--- src/rtl/fifo2stream_pkg.sv ---
// rtl/fifo2stream_pkg.sv - shared word/pixel layout helpers for the pixel packer and fifo2stream
package fifo2stream_pkg;

    localparam int TDATA_OFS = 0;

    typedef enum logic {
        SYNC_SEARCH = 1'b0,
        SYNC_RUN    = 1'b1
    } sync_state_t;

    // Each pixel slot is {tlast, tuser, tdata}.
    function automatic int slot_width(input int pixel_width);
        return pixel_width + 2;
    endfunction

    function automatic int word_width(input int ddp, input int pixel_width);
        return ddp * (pixel_width + 2);
    endfunction

    function automatic int tuser_ofs(input int pixel_width);
        return pixel_width;
    endfunction

    function automatic int tlast_ofs(input int pixel_width);
        return pixel_width + 1;
    endfunction

    function automatic int logb2(input int n);
        int r;
        r = 0;
        while ((1 << r) < n) r = r + 1;
        return r;
    endfunction

endpackage

--- src/rtl/fifo2stream_if.sv ---
// rtl/fifo2stream_if.sv - AXI4-Stream pixel interface with master/slave modports
interface fifo2stream_if #(
    parameter int C_PIXEL_WIDTH = 8
);
    logic                     tvalid;
    logic [C_PIXEL_WIDTH-1:0] tdata;
    logic                     tuser;
    logic                     tlast;
    logic                     tready;

    modport master (output tvalid, tdata, tuser, tlast, input tready);
    modport slave  (input tvalid, tdata, tuser, tlast, output tready);
endinterface

--- src/rtl/fifo2stream_wordbuf.sv ---
// rtl/fifo2stream_wordbuf.sv - two-entry word buffer issuing FIFO pops, at most two words owned
module fifo2stream_wordbuf
    import fifo2stream_pkg::*;
#(
    parameter int C_WORD_WIDTH = word_width(4, 8)
) (
    input  logic                    clk,
    input  logic                    resetn,
    input  logic                    empty,
    input  logic [C_WORD_WIDTH-1:0] rd_data,
    output logic                    rd_en,
    input  logic                    word_done,
    output logic                    head_valid,
    output logic [C_WORD_WIDTH-1:0] head_data
);

    logic                    next_valid;
    logic [C_WORD_WIDTH-1:0] next_data;
    logic                    rd_pending;
    logic [1:0]              occ;
    logic                    head_free;

    assign occ       = {1'b0, head_valid} + {1'b0, next_valid} + {1'b0, rd_pending};
    assign rd_en     = resetn & ~empty & ((occ < 2'd2) | word_done);
    // Head is free after this edge if it is consumed with nothing behind it, or was never filled.
    assign head_free = word_done ? ~next_valid : ~head_valid;

    always_ff @(posedge clk) begin
        if (!resetn) begin
            head_valid <= 1'b0;
            head_data  <= '0;
            next_valid <= 1'b0;
            next_data  <= '0;
            rd_pending <= 1'b0;
        end else begin
            rd_pending <= rd_en;
            if (word_done) begin
                head_valid <= next_valid;
                head_data  <= next_data;
                next_valid <= 1'b0;
            end
            if (rd_pending) begin
                if (head_free) begin
                    head_valid <= 1'b1;
                    head_data  <= rd_data;
                end else begin
                    next_valid <= 1'b1;
                    next_data  <= rd_data;
                end
            end
        end
    end

endmodule

--- src/rtl/fifo2stream.sv ---
// rtl/fifo2stream.sv - unpacks FIFO words into AXI4-Stream pixels; FIFO2STREAM_SOF_SYNC_EN adds start-of-frame search
module fifo2stream
    import fifo2stream_pkg::*;
#(
    parameter int  C_PIXEL_WIDTH = 8,
    parameter int  C_DATA_WIDTH  = 32,
    localparam int C_DDP         = C_DATA_WIDTH / C_PIXEL_WIDTH,
    localparam int WORD_W        = word_width(C_DDP, C_PIXEL_WIDTH)
) (
    input  logic              clk,
    input  logic              resetn,
    input  logic              empty,
    input  logic [WORD_W-1:0] rd_data,
    output logic              rd_en,
    fifo2stream_if.master     m_axis
);

    localparam int SLOT_W  = slot_width(C_PIXEL_WIDTH);
    localparam int PIDX_W  = (logb2(C_DDP) > 0) ? logb2(C_DDP) : 1;
    localparam int TUSER_B = tuser_ofs(C_PIXEL_WIDTH);
    localparam int TLAST_B = tlast_ofs(C_PIXEL_WIDTH);

    logic              head_valid;
    logic [WORD_W-1:0] head_data;
    logic [PIDX_W-1:0] pidx;
    logic [SLOT_W-1:0] cur;
    logic              advance;
    logic              word_done;

    fifo2stream_wordbuf #(.C_WORD_WIDTH(WORD_W)) u_wordbuf (
        .clk        (clk),
        .resetn     (resetn),
        .empty      (empty),
        .rd_data    (rd_data),
        .rd_en      (rd_en),
        .word_done  (word_done),
        .head_valid (head_valid),
        .head_data  (head_data)
    );

    always_comb begin
        cur = '0;
        for (int i = 0; i < C_DDP; i++) begin
            if (pidx == PIDX_W'(i)) cur = head_data[SLOT_W*i +: SLOT_W];
        end
    end

    assign m_axis.tdata = cur[TDATA_OFS +: C_PIXEL_WIDTH];
    assign m_axis.tuser = cur[TUSER_B];
    assign m_axis.tlast = cur[TLAST_B];

`ifdef FIFO2STREAM_SOF_SYNC_EN
    sync_state_t state;
    logic        show;

    // While searching, pixels without tuser are dropped one per clock without a handshake.
    assign show          = (state == SYNC_RUN) | cur[TUSER_B];
    assign m_axis.tvalid = head_valid & show;
    assign advance       = head_valid & (show ? m_axis.tready : 1'b1);

    always_ff @(posedge clk) begin
        if (!resetn) begin
            state <= SYNC_SEARCH;
        end else if (state == SYNC_SEARCH && head_valid && cur[TUSER_B]) begin
            state <= SYNC_RUN;
        end
    end
`else
    assign m_axis.tvalid = head_valid;
    assign advance       = head_valid & m_axis.tready;
`endif

    assign word_done = advance & (pidx == PIDX_W'(C_DDP - 1));

    always_ff @(posedge clk) begin
        if (!resetn) begin
            pidx <= '0;
        end else if (advance) begin
            pidx <= word_done ? '0 : pidx + PIDX_W'(1);
        end
    end

endmodule

--- src/flat_wrapper.sv ---
// flat-port wrapper written by rule: the top's interface ports become plain ports
module fifo2stream_flat import fifo2stream_pkg::*;
#(
    parameter int  C_PIXEL_WIDTH = 8,
    parameter int  C_DATA_WIDTH  = 32,
    localparam int C_DDP         = C_DATA_WIDTH / C_PIXEL_WIDTH,
    localparam int WORD_W        = word_width(C_DDP, C_PIXEL_WIDTH)
)
  (clk, resetn, empty, rd_data, rd_en, m_axis_tvalid, m_axis_tdata, m_axis_tuser, m_axis_tlast, m_axis_tready);
  fifo2stream_if #(.C_PIXEL_WIDTH(C_PIXEL_WIDTH)) m_axis_i ();
  input  logic clk;
  input  logic resetn;
  input  logic empty;
  input  logic [WORD_W-1:0] rd_data;
  output logic rd_en;
  output wire logic [$bits(m_axis_i.tvalid)-1:0] m_axis_tvalid;
  output wire logic [$bits(m_axis_i.tdata)-1:0] m_axis_tdata;
  output wire logic [$bits(m_axis_i.tuser)-1:0] m_axis_tuser;
  output wire logic [$bits(m_axis_i.tlast)-1:0] m_axis_tlast;
  input wire logic [$bits(m_axis_i.tready)-1:0] m_axis_tready;
  assign m_axis_tvalid = m_axis_i.tvalid;
  assign m_axis_tdata = m_axis_i.tdata;
  assign m_axis_tuser = m_axis_i.tuser;
  assign m_axis_tlast = m_axis_i.tlast;
  assign m_axis_i.tready = m_axis_tready;
  fifo2stream #(.C_PIXEL_WIDTH(C_PIXEL_WIDTH), .C_DATA_WIDTH(C_DATA_WIDTH)) u_core (.clk(clk), .resetn(resetn), .empty(empty), .rd_data(rd_data), .rd_en(rd_en), .m_axis(m_axis_i));
endmodule
--- config.mk ---
export PLATFORM = sky130hd
export DESIGN_NAME = fifo2stream_flat
export DESIGN_NICKNAME = d
export VERILOG_FILES = /design/src/rtl/fifo2stream_pkg.sv /design/src/rtl/fifo2stream_if.sv /design/src/rtl/fifo2stream_wordbuf.sv /design/src/rtl/fifo2stream.sv /design/src/flat_wrapper.sv
export SDC_FILE = /design/constraint.sdc
export NUM_CORES = 1
export LEC_CHECK = 0
export BUFFER_PORTS_ARGS = -buffer_cell sky130_fd_sc_hd__buf_2
export CORE_ASPECT_RATIO = 0.9
export CORE_MARGIN = 2
export CORE_UTILIZATION = 50
export DETAILED_ROUTE_END_ITERATION = 6
export MAX_ROUTING_LAYER = met4
export PLACE_DENSITY = 0.74
export SLEW_MARGIN = 20
export SYNTH_ARGS = -nofsm -noshare
export SYNTH_HDL_FRONTEND = slang
export SYNTH_HIERARCHICAL = 1
export SYNTH_SLANG_ARGS = --single-unit
--- constraint.sdc ---
create_clock -name clk -period 2 [get_ports clk]
set_input_delay 0.2 -clock clk [delete_from_list [all_inputs] [get_ports clk]]
set_output_delay 0.2 -clock clk [all_outputs]
set_load 0.01 [all_outputs]
## Word level (Yosys, flattened, before mapping)

Cells that the tools add are included.

- Bits in registers: 85
- Input port bits: 44
- Output and inout port bits: 12
- Word-level logic and storage cells: 39

- $add $sub $neg: 3
- Order comparisons: 1
- Equal/unequal tests: 3
- Muxes and demuxes: 15
- Bitwise logic cells: 9
- Reduce and logical (&&, ||, !) cells: 2

Operators with widths:

| kind | count |
|---|---|
| $mux 40 | 3 |
| $mux 10 | 4 |
| $mux 1 | 7 |
| $and 1x1->1 | 4 |
| $eq 2x2->1 const B | 2 |
| $not 1->1 | 4 |
| $add 1x1->2 | 1 |
| $add 2x1->2 | 1 |
| $add 2x1->2 const B | 1 |
| $eq 2x1->1 const B | 1 |
| $logic_not 2->1 | 1 |
| $lt 2x2->1 const B | 1 |
| $mux 2 | 1 |
| $reduce_and 2->1 | 1 |
| $or 1x1->1 | 1 |

## Longest topological paths before layout

- Word-level depth: 5
- Depth in mapped cells: 10
- Mapped depth without buffers: 6

## Hierarchy

The synthesis kept the hierarchy.

By module, submodules not included:

| module | times used | cells each | area an instance (um^2) | seq. area each (um^2) |
|---|---|---|---|---|
| fifo2stream_wordbuf | 1 | 363 | 3598.5 | 1661.6 |
| fifo2stream | 1 | 56 | 392.9 | 40.0 |

## Worst setup path after synthesis

OpenSTA, ideal clock, no wires.

- Path type: register to register
- From: register u_core.pidx[0]
- To: register u_core.u_wordbuf.head_data[0]
- Library setup time: 120 ps
- Arrival time: 1959 ps
- Required time: 1880 ps
- Setup slack: -78 ps
- Stages on the path, launching flop included: 11
- Path through: dfxtp_1 -> ha_1 -> inv_1 -> buf_4 -> nor2_1 -> buf_6 -> mux2_4 -> or2_1 -> buf_2 -> buf_6 -> mux2i_1

- Word-level cells in the longest chain between the ends: 5
- Elaborated cells on any way between the ends: 6
- Classes of those cells: 1 x eq/ne; 4 x mux; 1 x bitwise

Ends and longest elaborated chain:

| item | RTL line | RTL |
|---|---|---|
| from (decl) | fifo2stream.sv:25 | `logic [PIDX_W-1:0] pidx;` |
| from (signal assigned) | fifo2stream.sv:79 | `pidx <= word_done ? '0 : pidx + PIDX_W'(1);` |
| $eq 2x2->1 (*) | fifo2stream.sv:73 | `assign word_done = advance & (pidx == PIDX_W'(C_DDP - 1));` |
| $and 1x1->1 (*) | fifo2stream.sv:73 |  |
| net u_core.word_done | fifo2stream.sv:28 | `logic word_done;` |
| $mux 40 or $mux 1 (tied branches) | fifo2stream_wordbuf.sv:37, fifo2stream_wordbuf.sv:26 |  |
| $mux 40 | fifo2stream_wordbuf.sv:43 | `if (head_free) begin` |
| $mux 40 (*) | fifo2stream_wordbuf.sv:42 | `if (rd_pending) begin` |
| to (signal assigned) | fifo2stream_wordbuf.sv:39 | `head_data <= next_data;` |
| to (signal assigned) | fifo2stream_wordbuf.sv:45 | `head_data <= rd_data;` |
| to (decl) | fifo2stream_wordbuf.sv:14 | `output logic [C_WORD_WIDTH-1:0] head_data` |

Mark *: on every way through the listed nets, which the timed path passes. The rest lies on a longest branch.
A chain may end at the register's enable or synchronous reset.

## Worst setup path in the final report

- From: register u_core.pidx[0]
- To: output port m_axis_tdata[2]

- Word-level cells in the longest chain between the ends: 5
- Elaborated cells on any way between the ends: 8
- Classes of those cells: 3 x eq/ne; 4 x mux; 1 x reduce/logical

Ends and longest elaborated chain:

| item | RTL line | RTL |
|---|---|---|
| $logic_not 2->1 | fifo2stream.sv:44 | `if (pidx == PIDX_W'(i)) cur = head_data[SLOT_W*i +: SLOT_W];` |
| $mux 10 (3 in a row) | fifo2stream.sv:44 |  |
| $mux 10 (*) | fifo2stream.sv:44 |  |
| to (decl) | flat_wrapper.sv:17 | `output wire logic [$bits(m_axis_i.tdata)-1:0] m_axis_tdata;` |

Mark *: on every way between the ends. The rest lies on a longest branch, timed or not.

==> impl_metrics.ini <==
[run_status]
outcome = finished clean

[route]
wl_per_cell_um = 15.70
drt_iter0_markers = 116
vias_per_cell = 5.353
route.detailed.drc = 0
wirelength_mm = 8.950
drt_pass1_iterations = 4
drtAntennaViolNets = 0
vias = 3051

[grt]
antenna_found_initial = 0
grt_pass1_wl_mm = 14.28
grt_pass1_vias = 2972
grt_max_degree = 58
grt_usage_pct = 21.62
overflow = 0

[setup_path]
reg2reg_slack_ps = 100
max_stage_delay_ps = 340
crit_buf_inv = 4
cp-startpoint = u_core/pidx[0]
cp_top_family = buffers and inverters
path_cells = buf_6 > inv_6 > ha_4 > nor2b_4 > buf_4 > a22oi_2 > a21oi_1 > buf_2
path_max_fanout = 4
slowest_stage = dfxtp_2
cp.required_ps = 1800
worst-setup-path-type = reg2out
r2r_start = u_core/pidx[1]
setup.worst_path.start_class = flop
arrival_ps = 1740
crit_path_end_kind = output pin

[sta]
slew_violations = 0
setup_viol = 0
min_period_ps = 1935
hold_viol_final = 0
max_freq_ghz = 0.5167
setup_ws_ps = 64.55
slew_headroom_pct = 75.41
skew_ps = 6.211
worst_pin_slew_ps = 368.8
fin_crit_sh_pct = 96.77

[synth]
async_flop_share_pct = 0
synth_area_mm2 = 0.003991
synth_flop_cell = dfxtp_1
synth_fp_nets = 468
ys_top_cells_by_area = dfxtp_1 43%, mux2i_1 20%, nand2_1 12%, mux2_2 11%, a22oi_1 1.7%
synth_cells = 419
synth_seq_area_share_pct = 42.63
synthAdderAreaFrac_pct = 1.567
yosysWarningCount = 6
ys_types = 27
synth_xor_area_share_pct = 0
synth_compound_area_share_pct = 5.204
ys_ff_latch = 85
synth.area.mux_share_pct = 31.97
synth-edff-count = 0
synth_area_leader_cell = dfxtp_1
yosysTopAreaCellShare_pct = 42.63
syn_avg_cell_area_um2 = 9.526
synth-simple-area-share_pct = 13.79
synth_top_family_by_area = multiplexers

[power]
p_clk_share_pct = 33.0
p_total_w = 0.003277
powerDensity_mw_per_mm2 = 694.3
p_comb_share_pct = 12.0
p_leak_nw = 2.361
ir_drop_uv = 391.8
intPower_w = 0.002469
switching_power_w = 0.0008082
power_frac_seq_pct = 54.9
switching_share_pct = 24.66

[clock_network]
cts_hold_buf = 0
cts_buffers = 9
numClockSinks = 85
clkTransAtPathRegs_ps = 70
clk_latency_ps = 350
cts_buffer_depth = 2
tritoncts = built
cts_max_level = 3
clock_tree.root_cell = clkbuf_8

[final_layout]
layout_commonest_cell = nand2_1
n_fill_cell = 637
drive_above_1_share_pct = 31.22
multi_input_area_mm2 = 0.002207
area_delta_synth_final_pct = 18.24
final_cell_area_mm2 = 0.004720
seqCellArea_mm2 = 0.001708
diodes = 0
final_cell_mix = 123 x nand2_1, 82 x dfxtp_1, 81 x mux2i_1
fin_nets = 518

[floorplan]
start_util_pct = 52.12
die_area_mm2 = 0.008714
pin_count = 56
core_area_mm2 = 0.007657
die_w_um = 98.18
rows = 30
die_y_um = 88.76

[place]
placed_area_mm2 = 0.004374
dp_hpwl_mm = 6.097
portBuffers = 55
gp_congestion = 0.8218
post-place-ws_ps = 68.16

[hold_path]
hp-start = empty
hold_path_class = in2reg

[flow_run]
drv_cap = 0
-- cells by family (layout without fill, tap and decap cells) --
kind of cell / after synthesis / count (layout)
and+or+nand+nor: 138 / 138
muxes: 122 / 122
adders and majority gates: 5 / 5
buffers and inverters: 36 / 91
AOI/OAI and AO/OA: 33 / 33
DFF: 85 / 85
-- cells in the mapped netlist, types with 2 or more instances --
cell type / number
nor3b_1: 2
nand2b_1: 2
buf_2: 7
dfxtp_1: 85
a21oi_1: 10
o22ai_1: 9
a22oi_1: 9
a21boi_0: 2
nand2_1: 124
inv_1: 4
clkbuf_1: 18
buf_6: 6
mux2i_1: 81
mux2_2: 40
ha_1: 5
nor2_1: 3
nor2b_1: 2
-- power by group through the flow --
stage	Clock (W)	Combinational (W)	Sequential, W
2_1_floorplan	0	0.000255	0.00182
3_3_place_gp	0	0.000359	0.00183
3_5_place_dp	0	0.000369	0.00184
4_1_cts	0.00110	0.000377	0.00180
5_1_grt	0.00119	0.000434	0.00181
6_report	0.00108	0.000395	0.00180
-- per-stage QoR --
| stage | utilization (%) | hold slack [ps] | TNS (ps) | instances |
|---|---|---|---|---|
| after floorplan | - | 276.1 | 0 | 419 |
| after global placement | 57.12 | 386.1 | 0 | 551 |
| after detailed placement | 57.12 | 388.8 | 0 | 551 |
| after CTS | 59.98 | 17.64 | -188.1 | 567 |
| after global routing | 61.63 | 33.93 | -14.29 | 570 |
| final | 61.63 | 41.29 | 0 | 570 |
-- registers in the layout (all words and copies together), names as in the netlist --
name	cells
u_core/pidx	2
u_core/u_wordbuf/next_valid	1
u_core/u_wordbuf/head_valid	1
u_core/u_wordbuf/next_data	40
u_core/u_wordbuf/rd_pending	1
u_core/u_wordbuf/head_data	40
-- metal layers --
layer / part of all wire, % / GRT usage, % / vias to the layer above
met2: 46 / 33.69 / 58
met5: 0 / - / -
met4: 0.95 / 5.729 / 0
met3: 4.7 / 5.134 / 9
li1: - / - / 1529
met1: 49 / 28.58 / 1455
-- layout make-up --
cell class / count / area share (%)
clock buffer: 15 / 3.526
clock inverter: 1 / 0.1060
inverter: 4 / 0.4242
multi-input combinational: 298 / 46.77
sequential: 85 / 36.19
tap: 96 / 2.545
timing repair buffer: 71 / 10.45
-- path summary, 6_finish.rpt --
kind                                     to  cells after the start
max reg2reg  u_core/u_wordbuf/head_data[22]                      7
min             u_core/u_wordbuf/rd_pending                      2
max                         m_axis_tdata[2]                      8
min reg2reg   u_core/u_wordbuf/next_data[3]                      2
-- timing repair --
action	4_1_cts	5_1_grt
gates resized for setup	11	23
pin swaps	4	3
setup buffers	0	1
setup endpoints to repair	10	48
gates cloned	0	2
Note: power is estimated with default switching activity, not from simulation.
